### src/rtl/button_event_decoder.sv
// Per-channel button conditioner: 2-flop sync, debounce, short/long press classification.
// Latency: level and press/release pulses 2+DEBOUNCE_CYCLES cycles after a raw edge; long_pulse LONG_CYCLES after press.
// Backpressure: none; all outputs are free-running registered levels and single-cycle pulses.
module button_event_decoder #(
    parameter int NUM_BUTTONS     = 2,
    parameter int ACTIVE_LOW      = 1,
    parameter int DEBOUNCE_CYCLES = 120000,
    parameter int LONG_CYCLES     = 6000000
) (
    input  logic                   clk,
    input  logic                   rst,
    input  logic [NUM_BUTTONS-1:0] btn_raw,
    output logic [NUM_BUTTONS-1:0] btn_level,
    output logic [NUM_BUTTONS-1:0] press_pulse,
    output logic [NUM_BUTTONS-1:0] release_pulse,
    output logic [NUM_BUTTONS-1:0] short_pulse,
    output logic [NUM_BUTTONS-1:0] long_pulse
);

    localparam int DW = $clog2(DEBOUNCE_CYCLES + 1);
    localparam int HW = $clog2(LONG_CYCLES + 1);

    // Raw pin value when the button is not pressed; XOR with it normalises to 1 = pressed.
    localparam logic RELEASED_PIN = (ACTIVE_LOW != 0) ? 1'b1 : 1'b0;

    localparam logic [1:0] ST_RELEASED = 2'b00;
    localparam logic [1:0] ST_PRESSED  = 2'b01;
    localparam logic [1:0] ST_HELD     = 2'b10;

    for (genvar i = 0; i < NUM_BUTTONS; i++) begin : g_ch
        logic          sync1;
        logic          sync2;
        logic          sync;
        logic [DW-1:0] db_cnt;
        logic          level;
        logic          accept;
        logic          press_acc;
        logic          rel_acc;
        logic [1:0]    state;
        logic [HW-1:0] hold_cnt;
        logic          press_q;
        logic          release_q;
        logic          short_q;
        logic          long_q;

        // Two-flop synchroniser; reset loads the released pin value so no phantom press appears.
        always_ff @(posedge clk) begin
            if (rst) begin
                sync1 <= RELEASED_PIN;
                sync2 <= RELEASED_PIN;
            end else begin
                sync1 <= btn_raw[i];
                sync2 <= sync1;
            end
        end

        assign sync      = sync2 ^ RELEASED_PIN;
        assign accept    = (sync != level) && (db_cnt == DW'(DEBOUNCE_CYCLES - 1));
        assign press_acc = accept && !level;
        assign rel_acc   = accept && level;

        // Debounce: count consecutive disagreeing samples; toggle the level after a full stable run.
        always_ff @(posedge clk) begin
            if (rst) begin
                db_cnt <= '0;
                level  <= 1'b0;
            end else if (sync == level) begin
                db_cnt <= '0;
            end else if (accept) begin
                db_cnt <= '0;
                level  <= ~level;
            end else begin
                db_cnt <= db_cnt + DW'(1);
            end
        end

        // Press classifier; a release on the long-threshold cycle wins and reports as short.
        always_ff @(posedge clk) begin
            if (rst) begin
                state     <= ST_RELEASED;
                hold_cnt  <= '0;
                press_q   <= 1'b0;
                release_q <= 1'b0;
                short_q   <= 1'b0;
                long_q    <= 1'b0;
            end else begin
                press_q   <= 1'b0;
                release_q <= 1'b0;
                short_q   <= 1'b0;
                long_q    <= 1'b0;
                case (state)
                    ST_RELEASED: begin
                        if (press_acc) begin
                            state    <= ST_PRESSED;
                            hold_cnt <= '0;
                            press_q  <= 1'b1;
                        end
                    end
                    ST_PRESSED: begin
                        if (rel_acc) begin
                            state     <= ST_RELEASED;
                            release_q <= 1'b1;
                            short_q   <= 1'b1;
                        end else if (hold_cnt == HW'(LONG_CYCLES - 1)) begin
                            state    <= ST_HELD;
                            long_q   <= 1'b1;
                            hold_cnt <= hold_cnt + HW'(1);
                        end else begin
                            hold_cnt <= hold_cnt + HW'(1);
                        end
                    end
                    ST_HELD: begin
                        if (rel_acc) begin
                            state     <= ST_RELEASED;
                            release_q <= 1'b1;
                        end else if (hold_cnt != HW'(LONG_CYCLES)) begin
                            hold_cnt <= hold_cnt + HW'(1);
                        end
                    end
                    default: begin
                        state <= ST_RELEASED;
                    end
                endcase
            end
        end

        assign btn_level[i]     = level;
        assign press_pulse[i]   = press_q;
        assign release_pulse[i] = release_q;
        assign short_pulse[i]   = short_q;
        assign long_pulse[i]    = long_q;
    end

endmodule

### config.mk
export PLATFORM = sky130hd
export DESIGN_NAME = button_event_decoder
export DESIGN_NICKNAME = d
export VERILOG_FILES = /design/src/rtl/button_event_decoder.sv
export SDC_FILE = /design/constraint.sdc
export NUM_CORES = 1
export LEC_CHECK = 0
export BUFFER_PORTS_ARGS = -buffer_cell sky130_fd_sc_hd__buf_2
export CAP_MARGIN = 10
export CORE_ASPECT_RATIO = 1.4
export CORE_MARGIN = 1
export CORE_UTILIZATION = 58
export CTS_BUF_LIST = sky130_fd_sc_hd__clkbuf_2 sky130_fd_sc_hd__clkbuf_4 sky130_fd_sc_hd__clkbuf_8
export DETAILED_ROUTE_END_ITERATION = 10
export MAX_ROUTING_LAYER = met4
export PLACE_DENSITY = 0.77
export SETUP_SLACK_MARGIN = 0.3
export SLEW_MARGIN = 20
export SYNTH_ARGS = -nofsm -noshare
export SYNTH_HDL_FRONTEND = slang
export SYNTH_SLANG_ARGS = --single-unit
### constraint.sdc
create_clock -name clk -period 2.55 [get_ports clk]
set_input_delay 0.51 -clock clk [delete_from_list [all_inputs] [get_ports clk]]
set_output_delay 0.51 -clock clk [all_outputs]
set_load 0.01 [all_outputs]
=== Word-level counts from Yosys, hierarchy flattened ===
Cells that the tools add are included.

* Logic and storage cells: 118
* Output and inout bits: 10
* Register bits after elaboration: 98
* Memories kept: 0
* Memory bits (read-only): 0
* Bits in writable memories: 0
* Bits in latches: 0
* Input bits: 4

* Multiplexer cells: 26
* Multiply operators: 0
* Shifts and indexed selects: 0
* Bitwise gates (word level): 12
* Equal/unequal tests: 26
* Divide/modulo/power cells: 0
* Order comparisons: 0
* Reduce and logical (&&, ||, !) cells: 30
* Add/subtract/negate cells: 4

{| class="wikitable"
|+ Operators with widths
! cell !! count
|-
| $mux W23 || 8
|-
| $pmux W23 S3 || 2
|-
| $add A23 B1 Y23 const B || 2
|-
| $eq A23 B23 Y1 const B || 2
|-
| $ne A23 B23 Y1 const B || 2
|-
| $add A17 B1 Y17 const B || 2
|-
| $eq A17 B17 Y1 const B || 2
|-
| $ne A2 B2 Y1 const B || 10
|-
| $mux W2 || 8
|-
| $reduce_or A2 Y1 || 8
|-
| $not A1 Y1 || 12
|-
| $pmux W2 S3 || 2
|-
| $reduce_or A3 Y1 || 4
|-
| $reduce_and A5 Y1 || 2
|-
| $logic_and A1 B1 Y1 || 6
|-
| $mux W1 || 6
|-
| $ne A3 B3 Y1 const B || 2
|-
| $reduce_and A3 Y1 || 2
|-
| $reduce_bool A3 Y1 || 2
|-
| $eq A2 B1 Y1 const B || 2
|-
| $eq A2 B2 Y1 const B || 2
|-
| $logic_not A2 Y1 || 2
|-
| $reduce_and A2 Y1 || 2
|-
| $eq A1 B1 Y1 || 2
|-
| 2 further kinds || 4
|}

=== Longest topological paths before layout ===
Gate-level depths: netlist of the first run.

* Depth in word-level cells: 6
* Depth in mapped cells: 9
* Gate-level depth less buffers: 8

=== Least setup slack after synthesis of the first run ===
Ideal clock, no wire load.

* Kind: reg2reg
* Start point: register g_ch[0].db_cnt[10]
* End point: register g_ch[0].hold_cnt[17]
* Arrival: 2,320 ps
* Required time: 2,480 ps
* Setup time: 70 ps
* Setup slack: 159 ps
* Stages on the path, launching flop included: 8
* Period minus slack after synthesis: 2,391 ps
* Buffers on the path: 1
* Cells stage by stage: dfxtp_1 -> or4b_4 -> nor4_4 -> a21boi_2 -> or3_4 -> buf_6 -> or4b_1 -> a21oi_1

* Longest elaborated chain between the ends: 5
* Elaborated cells between the ends (all ways): 8
* Those cells by class: 4 x eq/ne; 4 x reduce/logical

{| class="wikitable"
|+ Ends and longest elaborated chain
! element !! line !! source
|-
| start, declared || 34 || <nowiki>logic [DW-1:0] db_cnt;</nowiki>
|-
| start signal, assigned || 73 || <nowiki>db_cnt <= db_cnt + DW'(1);</nowiki>
|-
| $eq A17 B17 Y1 * || 58 || <nowiki>assign accept = (sync != level) && (db_cnt == DW'(DEBOUNCE_CYCLES - 1));</nowiki>
|-
| $logic_and A1 B1 Y1 * || 58 ||
|-
| $logic_and A1 B1 Y1, on equally long branches || 60, 59 ||
|-
| $ne A2 B2 Y1 (no line) || - ||
|-
| $reduce_and A5 Y1 (no line) * || - ||
|-
| end signal, assigned || 107 || <nowiki>hold_cnt <= hold_cnt + HW'(1);</nowiki>
|-
| end signal, assigned || 109 || <nowiki>hold_cnt <= hold_cnt + HW'(1);</nowiki>
|-
| end signal, assigned || 117 || <nowiki>hold_cnt <= hold_cnt + HW'(1);</nowiki>
|-
| end, declared || 40 || <nowiki>logic [HW-1:0] hold_cnt;</nowiki>
|}

Every way passes the cells marked *; elsewhere a longest branch is shown, timed or not.
A chain may end at the register's enable or synchronous reset.

=== Worst setup path after layout of the first run ===
* Start point: register g_ch[0].db_cnt[9]
* End point: register g_ch[0].hold_cnt[14]

Same word-level chain as after synthesis.

==> impl_metrics.yaml, run 1 <==
floorplan:
  dieHeight_um: 112
  fp.coreArea_sq_um: 8300
  floorplan.io_pins: 14
  dieWidth_um: 80.7
  core.rowCount: 39
  floorplan.die_area_sq_um: 9050
  start_util_pct: 60.6
place:
  port_buffers: 13
  gp_congestion: 0.832
  place.detailed.hpwl_um: 7670
grt:
  first_pass_grt_wire_length_um: 20400
  global_router_s_overall_resource_usage_pct: 28.8
  grt_pass1_vias: 4468
  grt_max_degree: 41
  global_route_overflow: 0
  grt_antenna_before_repair: 0
synth:
  synth-edff-count: 0
  netlist_area_sq_um: 5030
  synthesis.area_per_instance_sq_um: 8.19
  synth_nets: 631
  synthFlopType: "dfxtp_1"
  share_of_the_yosys_chip_area_belonging_to_registers_pct: 39.0
  postSynthCellCount: 614
  postSynthRegisterBits: 98
  synth_warnings: 0
  fraction_of_registers_with_async_set_or_reset_after_synthesis_pct: 0
  post_synth_num_cell_types: 60
detailed_routing:
  viasPerCell: 6.30
  detail_route.drc_violations: 0
  drt_first_pass_iters: 4
  route.top_layer_used: "met4"
  postRouteWirelength_um: 12400
  length_of_routed_wiring_on_met1_um: 5250
  post_drt_wl_per_cell_um: 16.3
  detailedRoute.firstIterationViolations: 232
  ant_nets: 0
  number_of_vias_after_detailed_routing: 4792
  wl_met3_um: 548
  detailroute.wirelength.met2_um: 6250
clocking:
  tritoncts.num_buffers: 9
  clk_transition_reported_paths_ns: 0.11
  clock_tree.root_cell: "clkbuf_8"
  clock_tree.buffer_depth: 2
  clock_latency_ns: 0.38
  cts_htree_levels: 3
  cts_tree: "built"
  hold_buffers: 0
  tritoncts_num_sinks: 98
timing:
  min_period_over_period_pct: 94.8
  tightestPinTransition_ns: 0.531
  setup_tns_after_final_layout_ns: 0
  finalHoldViolCount: 0
  rsz0062_at_grt: "yes"
  hold_slack_final_ns: 0.308
  max_freq_mhz: 414
  setup_violations: 0
  max_slew_margin_pct: 64.3
  fin_skew_ns: 0.0120
  maxSlewViolCount: 0
  finalCriticalPeriod_ns: 2.42
finish:
  areaGrowthSynthToFinish_pct: 16.9
  finalNetCount: 671
  drive_above_1_share_pct: 22.3
  antenna_cells: 0
  layout.filler_cells: 654
worst_setup_path:
  worst-endpoint-required_ns: 2.88
  critPathLaunchType: "flop"
  arrival_ns: 2.74
  worst_r2r_path_depth: 6
  regToRegStartpoint: "g_ch[0].db_cnt[9]"
  timing.rr.end: "g_ch[0].hold_cnt[14]"
  worst_setup_path_end_kind: "flop"
  path_class: "flop to flop"
  critical_path_peak_fanout: 5
  reg2reg_slack_ns: 0.13
power:
  power.switching_uw: 626
  leakage_nw: 2.01
  irDropWorstVdd_mv: 0.544
  fraction_of_power_consumed_by_combinational_cells_pct: 1.8
  p_per_area_nw_per_um2: 433
  internal-power_mw: 1.92
  p_clk_share_pct: 37.9
  seq_power_share_pct: 60.4
  power.switching_fraction_pct: 24.6
hold_path:
  class_of_the_most_critical_hold_timing_path: "input pin to flop"
  min_delay_worst_endpoint: "g_ch[1].sync1"
  hold_path_depth: 2
  min-delay-start: "btn_raw[1]"
run:
  drv_cap: 0
status:
  outcome: "complete, no violations"
[power by group through the flow]
stage | Combinational, mW | Clock, mW | Sequential [mW]
after floorplan | 0.0272 | 0 | 1.57
after global placement | 0.0415 | 0 | 1.57
after detailed placement | 0.0427 | 0 | 1.57
after CTS | 0.0431 | 0.981 | 1.53
after global routing | 0.0488 | 1.04 | 1.54
final | 0.0450 | 0.962 | 1.53
[per-layer routing]
layer  global-route usage, %  vias to the layer above
met5                       -                        -
met4                    13.2                        0
met3                    4.15                       36
met2                    47.6                      154
met1                    34.1                     2288
li1                        -                     2314
[Yosys cell counts, types with 3 or more instances]
master | number | area (sq um)
dfxtp_1 | 98 | 1960
nor4_1 | 11 | 68.8
or2_2 | 7 | 43.8
nand2_1 | 64 | 240
and2_1 | 3 | 18.8
nor3_1 | 22 | 110
o21a_1 | 6 | 45.0
inv_1 | 21 | 78.8
nand4b_1 | 5 | 43.8
ha_1 | 13 | 163
buf_4 | 10 | 75.1
xor2_1 | 17 | 149
a21oi_1 | 34 | 170
nor2_1 | 60 | 225
or4_1 | 12 | 90.1
clkbuf_1 | 24 | 90.1
o32ai_1 | 4 | 35.0
a31oi_1 | 6 | 37.5
mux2i_1 | 3 | 30.0
nor4b_1 | 4 | 35.0
a21o_1 | 3 | 22.5
nand3_1 | 38 | 190
a32o_1 | 15 | 150
buf_1 | 3 | 11.3
or3_1 | 14 | 87.6
xnor2_1 | 12 | 105
and3_1 | 15 | 93.8
nand4_1 | 21 | 131
o21ai_0 | 31 | 155
[logic make-up (layout without fill, tap and decap cells)]
kind of cell / count (synthesis) / after routing / share of synthesized area (%)
DFF: 98 / 98 / 39.0
muxes: 3 / 3 / 0.597
adders and majority gates: 13 / 13 / 3.24
xor gates and xnor gates: 30 / 30 / 5.38
and+or+nand+nor: 293 / 298 / 31.0
buffers and inverters: 61 / 101 / 5.50
AOI/OAI and AO/OA: 116 / 116 / 15.3
[worst max-delay path by stage]
| stage | from | to | slack, ns | cells after the start |
|---|---|---|---|---|
| 2_1_floorplan | g_ch[0].db_cnt[9] | g_ch[0].hold_cnt[17] | 0.18 | 7 |
| 3_3_place_gp | g_ch[0].db_cnt[9] | g_ch[0].hold_cnt[17] | 0.10 | 6 |
| 3_5_place_dp | g_ch[0].db_cnt[9] | g_ch[0].hold_cnt[17] | 0.03 | 6 |
| 4_1_cts | g_ch[0].db_cnt[11] | g_ch[0].hold_cnt[14] | 0.11 | 6 |
| 5_1_grt | g_ch[0].db_cnt[9] | g_ch[0].hold_cnt[14] | 0.05 | 6 |
| 6_report | g_ch[0].db_cnt[9] | g_ch[0].hold_cnt[14] | 0.13 | 6 |
[cell usage in the layout, fill, tap and decap left out, types with 15 or more instances in the layout]
cell type	n
a21oi_1	31
o21ai_0	29
buf_4	42
nor2_1	59
nand3_1	37
dfxtp_1	78
nor3_1	20
inv_1	21
dfxtp_2	19
nand2_1	63
nand4_1	21
xor2_1	17
a32o_1	15
[stage by stage]
| step | cell area [sq um] | setup slack, ns | util, % | cells | total power [mW] |
|---|---|---|---|---|---|
| after floorplan | 5080 | 0.175 | - | 614 | 1.60 |
| after global placement | 5240 | 0.103 | 63.2 | 711 | 1.61 |
| after detailed placement | 5240 | 0.0324 | 63.2 | 711 | 1.61 |
| after CTS | 5640 | 0.107 | 67.9 | 747 | 2.56 |
| after global routing | 5880 | 0.0485 | 70.8 | 761 | 2.62 |
| final | 5880 | 0.133 | 70.8 | 761 | 2.54 |
[critical path, stage by stage (launching register included)]
cell and delay [ns]:
dfxtp_2 0.33, or4b_4 0.56, nor4_4 0.25, a21boi_4 0.13
or3_4 0.45, or4_4 0.50, a21oi_2 0.14
[what timing repair did]
action                                  4_1_cts  5_1_grt
gates cloned                                  4        3
pin swaps                                    28       15
setup buffers                                16       11
endpoints found under the setup margin       21       74
gates resized for setup                      20       40
[sequential cells by signal, summed over array words and instances, names as in the netlist]
signal	cells
g_ch.long_q	2
g_ch.sync2	2
g_ch.db_cnt	34
g_ch.release_q	2
g_ch.state	4
g_ch.sync1	2
g_ch.press_q	2
g_ch.hold_cnt	46
g_ch.short_q	2
g_ch.level	2
[area by class of cell]
cell class	count	area, sq um	share of cell area, %
clock buffers	9	124	2.11
clock inverters	7	60.1	1.02
inverters	21	78.8	1.34
multi-input cells	460	3010	51.3
flip-flops and latches	98	1990	33.9
well taps	102	128	2.17
repair buffers	64	484	8.24
Note: power is estimated with default switching activity, not from simulation.
==> run 2, diff against run 1 <==
--- a/config.mk
+++ b/config.mk
@@ -6,9 +6,9 @@
 export NUM_CORES = 1
 export LEC_CHECK = 0
 export BUFFER_PORTS_ARGS = -buffer_cell sky130_fd_sc_hd__buf_2
-export CAP_MARGIN = 10
-export CORE_ASPECT_RATIO = 1.4
-export CORE_MARGIN = 1
+export CAP_MARGIN = 40
+export CORE_ASPECT_RATIO = 0.8
+export CORE_MARGIN = 3
 export CORE_UTILIZATION = 58
 export CTS_BUF_LIST = sky130_fd_sc_hd__clkbuf_2 sky130_fd_sc_hd__clkbuf_4 sky130_fd_sc_hd__clkbuf_8
 export DETAILED_ROUTE_END_ITERATION = 10
==> impl_metrics.yaml, run 2 (same netlist as run 1, synthesis figures left out) <==
status:
  outcome: "complete, no violations"
floorplan:
  floorplan.die_area_sq_um: 9830
  floorplan.io_pins: 14
  start_util_pct: 61.6
  core.rowCount: 29
  dieWidth_um: 110
  dieHeight_um: 89.3
  fp.coreArea_sq_um: 8160
grt:
  grt_max_degree: 32
  global_router_s_overall_resource_usage_pct: 26.1
  global_route_overflow: 0
  grt_pass1_vias: 4163
  grt_antenna_before_repair: 0
  first_pass_grt_wire_length_um: 19700
power:
  power.switching_fraction_pct: 23.3
  leakage_nw: 1.91
  fraction_of_power_consumed_by_combinational_cells_pct: 1.6
  p_clk_share_pct: 40.1
  internal-power_mw: 2.02
  irDropWorstVdd_mv: 0.404
  p_per_area_nw_per_um2: 459
  finalPower_mw: 2.63
  power.switching_uw: 614
  seq_power_share_pct: 58.3
timing:
  maxSlewViolCount: 0
  setup_tns_after_final_layout_ns: 0
  min_period_over_period_pct: 96.8
  postLayoutSetupSlackWorst_ns: 0.0806
  rsz0062_at_grt: "yes"
  max_freq_mhz: 405
  setup_violations: 0
  finalHoldViolCount: 0
  fin_skew_ns: 0.0134
  max_slew_margin_pct: 57.5
  tightestPinTransition_ns: 0.632
  finalCriticalPeriod_ns: 2.47
  hold_slack_final_ns: 0.301
clocking:
  clk_transition_reported_paths_ns: 0.10
  cts_htree_levels: 3
  tritoncts_num_sinks: 98
  clock_tree.root_cell: "clkbuf_8"
  tritoncts.num_buffers: 9
  clock_latency_ns: 0.38
  clock_tree.buffer_depth: 2
  cts_tree: "built"
worst_setup_path:
  critPathLaunchType: "flop"
  critical_path_peak_fanout: 5
  arrival_ns: 2.77
  worst_setup_path_end_kind: "flop"
  critical_path.startpoint: "g_ch[0].db_cnt[0]"
  worst_r2r_path_depth: 9
  worst-endpoint-required_ns: 2.85
  path_class: "flop to flop"
  regToRegStartpoint: "g_ch[0].db_cnt[0]"
hold_path:
  min-delay-start: "btn_raw[0]"
  hold_path_depth: 2
  class_of_the_most_critical_hold_timing_path: "input pin to flop"
place:
  port_buffers: 13
  number_of_cells_after_detailed_placement: 718
  gp_congestion: 0.839
  place.detailed.hpwl_um: 7800
  detailedPlace.worstSlack_ns: 0.0423
finish:
  final_common_cell: "dfxtp_1"
  regs_by_ff_count: "g_ch.hold_cnt (46), g_ch.db_cnt (34), g_ch.state (4)"
  finalNetCount: 655
  areaGrowthSynthToFinish_pct: 14.2
  number_of_flip_flops_in_the_largest_register: 46
  max_flop_register: "g_ch.hold_cnt"
  layout.filler_cells: 629
  layout.cells.non_filler: 751
  drive_above_1_share_pct: 20.4
  antenna_cells: 0
  layout.cells.most_common_list: "dfxtp_1, nand2_1, nor2_1"
detailed_routing:
  ant_nets: 0
  drt_first_pass_iters: 6
  detail_route.drc_violations: 0
  viasPerCell: 6.27
  post_drt_wl_per_cell_um: 16.4
  number_of_vias_after_detailed_routing: 4707
  detailedRoute.firstIterationViolations: 405
  postRouteWirelength_um: 12300
run:
  drv_cap: 0
## run 2: changes by cell type in the layout (fill, tap and decap cells not counted), sizes merged
cell	change
clkbuf	+2
inv	-1
buf	-16
bufinv	+1
clkinv	-1
or2	-1
## run 2: power by group through the flow
stage	registers (mW)	clock network, mW	logic [mW]
floorplan	1.57	0	0.0272
global placement	1.57	0	0.0399
detailed placement	1.57	0	0.0406
CTS	1.53	1.07	0.0407
global route	1.53	1.15	0.0468
finish	1.53	1.06	0.0432
## run 2: repair_timing
item	in CTS	in global routing
cloned	4	1
resized for setup	16	34
setup endpoints to repair	25	48
pin swaps	21	9
buffers inserted	7	5
hold buffers	0	0
## run 2: layout make-up
type                       count  area [sq um]  area share [%]
clock inverter                 6          72.6            1.26
sequential                    98          2000            34.8
inverter                      21          78.8            1.37
tap                          108           135            2.35
multi-input combinational    459          2970            51.8
clock buffer                  10           131            2.29
timing repair buffer          49           352            6.12
## run 2: layer usage
layer	part of all wire [%]	vias to the layer above	track usage, %
met4	1.5	0	8.27
met2	45	169	38.7
met1	47	2232	35.5
li1	-	2284	-
met3	6.2	22	5.63
met5	0	-	-
## run 2: path summary, 6_finish.rpt
path	end	slack [ns]
setup / recovery	g_ch[0].hold_cnt[5]	0.08
hold / removal	g_ch[0].sync1	0.30
setup reg to reg	g_ch[0].hold_cnt[5]	0.08
hold reg to reg	g_ch[0].sync2	0.42
## run 2: stage by stage
| stage | utilization (%) | area, sq um |
|---|---|---|
| floorplan | - | 5080 |
| global placement | 64.4 | 5260 |
| detailed placement | 64.4 | 5260 |
| CTS | 68.5 | 5590 |
| global route | 70.3 | 5740 |
| finish | 70.3 | 5740 |
## run 2: critical path, cell delays in order, from the launching register on
cell and delay [ns]:
dfxtp_4 0.37, ha_4 0.16, nand4_1 0.13, nor4_4 0.08, buf_4 0.16, a221o_2 0.41
buf_4 0.16, or3_4 0.37, or4_1 0.48, o31ai_1 0.07
